--- src/rtl/sprite_blitter.sv ---
// Sprite draw engine: copies a w x h sprite from a synchronous ROM into the
// frame controller's program-write port, one pixel per 2-cycle slot.
module sprite_blitter #(
  parameter logic [15:0] TRANSPARENT = 16'hF81F,
  parameter int unsigned SCREEN_W    = 640,
  parameter int unsigned SCREEN_H    = 480
) (
  input  logic        sram_clk,
  input  logic        reset,
  input  logic        cmd_valid,
  output logic        cmd_ready,
  input  logic [9:0]  cmd_x,
  input  logic [9:0]  cmd_y,
  input  logic [6:0]  cmd_w,
  input  logic [6:0]  cmd_h,
  input  logic [15:0] cmd_base,
  output logic [15:0] rom_addr,
  input  logic [15:0] rom_data,
  output logic [9:0]  program_x,
  output logic [9:0]  program_y,
  output logic [15:0] program_data,
  output logic        program_write,
  output logic        busy,
  output logic        done
);

  typedef enum logic [1:0] {
    IDLE,
    DRAW,
    FLUSH
  } state_t;

  localparam logic [10:0] SCREEN_W_L = 11'(SCREEN_W);
  localparam logic [10:0] SCREEN_H_L = 11'(SCREEN_H);

  state_t      state, state_next;
  logic        ph;
  logic [6:0]  cx, cy;
  logic [9:0]  x_r, y_r;
  logic [6:0]  w_r, h_r;
  logic        accept;
  logic        last_col, last_px;
  logic [10:0] sum_x, sum_y;
  logic        visible;

  assign cmd_ready = (state == IDLE);
  assign busy      = (state != IDLE);
  assign accept    = cmd_valid && cmd_ready;

  assign last_col = (cx == w_r - 7'd1);
  assign last_px  = last_col && (cy == h_r - 7'd1);

  // 11-bit sums so positions past x=1023 / y=1023 never wrap back on screen
  assign sum_x   = {1'b0, x_r} + {4'b0, cx};
  assign sum_y   = {1'b0, y_r} + {4'b0, cy};
  assign visible = (rom_data != TRANSPARENT) && (sum_x < SCREEN_W_L) && (sum_y < SCREEN_H_L);

  always_ff @(posedge sram_clk) begin
    if (reset) state <= IDLE;
    else       state <= state_next;
  end

  always_comb begin
    state_next = state;
    case (state)
      IDLE: begin
        if (accept) begin
          if (cmd_w == 7'd0 || cmd_h == 7'd0) state_next = FLUSH;
          else                                state_next = DRAW;
        end
      end
      DRAW:    if (ph && last_px) state_next = FLUSH;
      FLUSH:   if (ph)            state_next = IDLE;
      default: state_next = IDLE;
    endcase
  end

  // ph doubles as the FLUSH cycle counter; it is 0 on entry to FLUSH either way
  always_ff @(posedge sram_clk) begin
    if (reset) begin
      ph            <= 1'b0;
      cx            <= '0;
      cy            <= '0;
      x_r           <= '0;
      y_r           <= '0;
      w_r           <= '0;
      h_r           <= '0;
      rom_addr      <= '0;
      program_x     <= '0;
      program_y     <= '0;
      program_data  <= '0;
      program_write <= 1'b0;
      done          <= 1'b0;
    end else begin
      done <= 1'b0;
      case (state)
        IDLE: begin
          if (accept) begin
            x_r      <= cmd_x;
            y_r      <= cmd_y;
            w_r      <= cmd_w;
            h_r      <= cmd_h;
            rom_addr <= cmd_base;
            cx       <= '0;
            cy       <= '0;
            ph       <= 1'b0;
          end
        end
        DRAW: begin
          ph <= ~ph;
          if (ph) begin
            program_x     <= sum_x[9:0];
            program_y     <= sum_y[9:0];
            program_data  <= rom_data;
            program_write <= visible;
            rom_addr      <= rom_addr + 16'd1;
            if (last_col) begin
              cx <= '0;
              cy <= cy + 7'd1;
            end else begin
              cx <= cx + 7'd1;
            end
          end
        end
        FLUSH: begin
          ph <= ~ph;
          if (ph) begin
            program_write <= 1'b0;
            done          <= 1'b1;
          end
        end
        default: ;
      endcase
    end
  end

endmodule

--- config.mk ---
export PLATFORM = sky130hd
export DESIGN_NAME = sprite_blitter
export DESIGN_NICKNAME = d
export VERILOG_FILES = /design/src/rtl/sprite_blitter.sv
export SDC_FILE = /design/constraint.sdc
export NUM_CORES = 1
export LEC_CHECK = 0
export ABC_AREA = 1
export CORE_MARGIN = 3
export CORE_UTILIZATION = 23
export CTS_CLUSTER_DIAMETER = 80
export DETAILED_ROUTE_END_ITERATION = 8
export PLACE_DENSITY_LB_ADDON = 0.3
export SETUP_SLACK_MARGIN = 0.2
export SLEW_MARGIN = 20
export SYNTH_ARGS = -nofsm -noshare
export SYNTH_HDL_FRONTEND = slang
export SYNTH_SLANG_ARGS = --single-unit
--- constraint.sdc ---
create_clock -name sram_clk -period 2.52 [get_ports sram_clk]
set_clock_uncertainty 0.1 [all_clocks]
set_input_delay 0.504 -clock sram_clk [delete_from_list [all_inputs] [get_ports sram_clk]]
set_output_delay 0.504 -clock sram_clk [all_outputs]
set_load 0.005 [all_outputs]
# == Word level (Yosys, flattened, before mapping) ==
# Index checks and enable logic that the tools add are counted.
# classes
add_sub_neg,7
reduce_logical,22
n_bitwise,2
mux,21
order_cmp,2
eq_ne,10
# op_table
cell,count
$mux W7,5
$mux W16,2
$pmux W16 S2,1
$pmux W7 S2,2
$add A10 B7 Y11,2
$add A16 B1 Y16 const B,1
$ne A16 B16 Y1 const B,1
$add A7 B1 Y7 const B,2
$eq A7 B7 Y1,2
$logic_not A7 Y1,2
$sub A7 B1 Y7 const B,2
$lt A11 B10 Y1 const B,1
$lt A11 B9 Y1 const B,1
$reduce_and A3 Y1,3
$mux W2,4
$ne A2 B2 Y1 const B,4
$reduce_bool A2 Y1,4
$pmux W2 S3,1
$reduce_and A2 Y1,3
$logic_and A1 B1 Y1,5
$mux W1,4
$pmux W1 S2,2
$reduce_and A4 Y1,1
$reduce_or A2 Y1,2
6 further kinds,7
# word_totals
output_inout_bits,56
register_bits,105

# == Longest topological paths before layout ==
# Gate-level depths: netlist of the first run.
# depth
depth_word,6
ltp_mapped,15

# == Worst setup path before layout of the first run ==
# No wires, ideal clock.
# synth_timing
path_type,reg-to-reg
start,reg cx[0]
end,reg program_x[6]
slack_ns,0.547
stages_incl_launch_ff,10
n_path_buf,0
setup_time_ns,0.115
arrival_time_ns,1.757
period_less_slack_ns,1.973
cell_sequence,dfxtp_1 > ha_1 > inv_1 > fa_1 > o21ai_0 > nand2_1 > o21ai_0 > xor2_1 > o21ai_0 > inv_1
# synth_via
elab_chain_cells,1
# synth_rtl
item,line,rtl
from (decl),38,"logic [6:0] cx, cy;"
from (signal assigned),121,cx <= cx + 7'd1;
$add A10 B7 Y11,54,"assign sum_x = {1'b0, x_r} + {4'b0, cx};"
to (signal assigned),112,program_x <= sum_x[9:0];
to (decl),19,"output logic [9:0] program_x,"
# No other way between the ends.
# A chain may end at the register's enable or synchronous reset.

# == Worst setup path in the final report of the first run ==
# layout_timing
start,reg state[0]
end,out busy
# layout_via
elab_chain_cells,1
# layout_rtl
item,line,rtl
from (decl),36,"state_t state, state_next;"
from (signal assigned),60,else state <= state_next;
$reduce_bool A2 Y1,47,assign busy = (state != IDLE);
to (decl),23,"output logic busy,"
# No other way between the ends.

==> results of run 1 <==
## registers in the layout, summed over array words and instances (netlist names), 2 cells and up
name / flops
program_x: 10
program_data: 16
cx: 7
cy: 7
x_r: 10
y_r: 10
h_r: 7
program_y: 10
rom_addr: 16
w_r: 7
state: 2
## cell families (layout without fill, tap and decap cells)
logic type,after synthesis,in the layout,share of synthesized area
simple gates,434,434,0.310
compound gates,163,163,0.149
buf+inv,129,249,0.0877
flops,105,105,0.360
xor+xnor,26,26,0.0390
fa+ha+maj,24,24,0.0540
## metal layers
layer	track usage	vias up	share of wire
li1	-	3051	-
met1	0.175	2644	0.49
met2	0.205	89	0.47
met3	0.0202	18	0.029
met4	0.0423	0	0.015
met5	0	-	0
## critical path, stage by stage (launching register included)
cell and delay (ns):
dfxtp_1 0.34, inv_1 0.08, ha_2 0.22, inv_2 0.09, clkdlybuf4s50_1 0.50
## layout make-up
cell class | count | area share
multi-input cells | 647 | 0.416
flip-flops and latches | 105 | 0.271
clock inverters | 6 | 0.00758
clock buffers | 10 | 0.0308
inverters | 95 | 0.0459
well taps | 324 | 0.0522
repair buffers | 138 | 0.177
## through the flow
step                      utilization  worst slack, ns  instances
after global placement          0.303            0.305       1309
after floorplan                     -            0.547        881
after detailed placement        0.303            0.298       1309
after CTS                       0.315            0.210       1325
final                           0.315            0.338       1325
after global routing            0.315            0.175       1325
## synthesized netlist by cell type, types with 3 or more instances
cell type	instances	share of area
o21ai_0	84	0.072
nor2_1	159	0.10
or2_2	9	0.0096
nor2_2	3	0.0032
a211oi_1	5	0.0064
xnor2_1	11	0.017
buf_2	10	0.0086
o211ai_1	4	0.0051
o21ai_1	7	0.0060
clkbuf_1	22	0.014
nand2_1	192	0.12
inv_1	92	0.059
nand4_1	10	0.011
a21oi_1	53	0.045
nand3_1	35	0.030
nor3_1	11	0.0094
nand3b_1	6	0.0077
dfxtp_1	105	0.36
xor2_1	15	0.023
ha_1	22	0.047
## worst max path at each step
stage	start	endpoint	slack, ns	cells past startpoint
6_report	state[0]	busy	0.34	4
5_1_grt	cy[0]	program_write	0.17	12
4_1_cts	state[0]	busy	0.21	4
3_5_place_dp	cmd_valid	cx[6]	0.30	9
3_3_place_gp	cmd_valid	cx[5]	0.31	9
2_1_floorplan	cx[0]	program_x[6]	0.55	9
## report_power, final
part / leakage (nW) / switching [mW] / internal (mW)
Combinational: 2.29 / 1.74 / 1.32
Clock: 0.145 / 0.725 / 0.724
Sequential: 0.860 / 0.335 / 2.05
## timing repair
item,4_1_cts,5_1_grt
resized for setup,0,5
buffers inserted,0,0
hold buffers,0,0
endpoints found under the setup margin,0,4
==> flow_summary_export.csv, run 1 <==
group,metric,value,unit
layout,antennaDiodeCount,0,
job,maxCapViolCount,0,
hold_path,hold_class,"register to register",
layout,regArea,2100,um2
layout,multi_input_area,3230,um2
timing,layout_min_cycle_time,2.18,ns
global_routing,grt_pass1_wl,27600,um
layout,fill_cells,2710,
hold_path,holdPathStages,2,
status,status,"complete, no violations",
critical_path,start_kind,"register",
clocking,clock_path_buffers,2,
layout,final_common_cell,"nand2_1",
drt,drc_errors,0,
floorplan,io_pins,125,
timing,hold_viol,0,
logic_synthesis,ys_types,37,
clocking,clkLatencyLatePin,0.36,ns
floorplan,rows,57,
layout,area_growth_syn_to_layout,33.0,%
critical_path,r2r_start,"cy[0]",
critical_path,cp.arrival,1.58,ns
layout,fin_nets,1089,
critical_path,regToRegSetupSlack,0.37,ns
global_routing,grt_max_degree,47,
critical_path,required,1.92,ns
floorplan,die_x,165,um
critical_path,reg2reg_depth,12,
hold_path,min_to,"h_r[1]",
hold_path,hold_start,"h_r[1]",
timing,holdWs,0.386,ns
global_routing,grt_pass1_vias,5361,
floorplan,start_util,0.237,
clocking,clk_transition_reported_paths,0.07,ns
layout,drive_gt1_frac,0.0559,
drt,firstDrtPassIters,5,
timing,max_clock_freq,458,MHz
placement,port_buffers,124,
floorplan,die_h,165,um
logic_synthesis,yosysSeqAreaShare,0.360,
timing,fin_setup_tns,0,ns
logic_synthesis,synth_cells,881,
drt,wl_per_cell,13.2,um
logic_synthesis,yosysWarnings,0,
timing,worstMarginPinSlew,0.469,ns
clocking,cts_buffers,9,
clocking,h-tree-depth,3,
timing,fin_crit_sh,0.866,
drt,viasPerCell,4.38,
layout,final_cell_mix,"nand2_1 (192), nor2_1 (159), clkdlybuf4s50_1 (124)",
critical_path,crit_fanout,5,
power,peakVddDrop,381,uV
timing,finalMaxSlewViolations,0,
logic_synthesis,synth_flop_cell,"dfxtp_1",
logic_synthesis,ys_seq_elements,105,
critical_path,r2r-end,"program_write",
clocking,root_buffer,"clkbuf_16",
placement,hpwl,13100,um
global_routing,grt_util_all_layers,0.128,
global_routing,grt_antenna_before_repair,0,
timing,setup_viol,0,
logic_synthesis,synthArstFlopShare,0,
timing,relSlewSlack,0.688,
layout,fin_area,7760,um2
drt,postRouteAntennaNets,0,
critical_path,critical_path_class,"register to output port",
logic_synthesis,syn_nets,974,
timing,rsz0062_at_grt,"yes",
logic_synthesis,synth.avg_cell_area,6.63,um2
power,p_leak,3.30,nW
placement,place_area,7460,um2
drt,vias,5802,
critical_path,endpoint_kind,"output port",
power,p_total,6.90,mW
floorplan,die-area,27300,um2
placement,place.gp.congestion,0.835,
floorplan,coreArea,24600,um2
logic_synthesis,synth_edf_count,0,
drt,drt-total-wl,17400,um
clocking,cts_sinks,105,
global_routing,gr-total-overflow,0,
drt,drt_iter0_markers,311,
power,power.density,888,nW/um2
clocking,cts_tree,"built",
logic_synthesis,synth_area,5840,um2
Power figures use the tool's default switching activity.
==> run 2: changes to the inputs <==
--- a/config.mk
+++ b/config.mk
@@ -6,6 +6,7 @@
 export NUM_CORES = 1
 export LEC_CHECK = 0
 export ABC_AREA = 1
+export ABC_CLOCK_PERIOD_IN_PS = 2520
 export CORE_MARGIN = 3
 export CORE_UTILIZATION = 23
 export CTS_CLUSTER_DIAMETER = 80
==> results of run 2 <==
Final layout, timing and power as in run 1 (identical DEF).
==> run 3: changes to the inputs <==
--- a/config.mk
+++ b/config.mk
@@ -7,6 +7,7 @@
 export LEC_CHECK = 0
 export ABC_AREA = 1
 export ABC_CLOCK_PERIOD_IN_PS = 2520
+export CAP_MARGIN = 20
 export CORE_MARGIN = 3
 export CORE_UTILIZATION = 23
 export CTS_CLUSTER_DIAMETER = 80
==> results of run 3 <==
Final layout, timing and power as in run 1 (identical DEF).
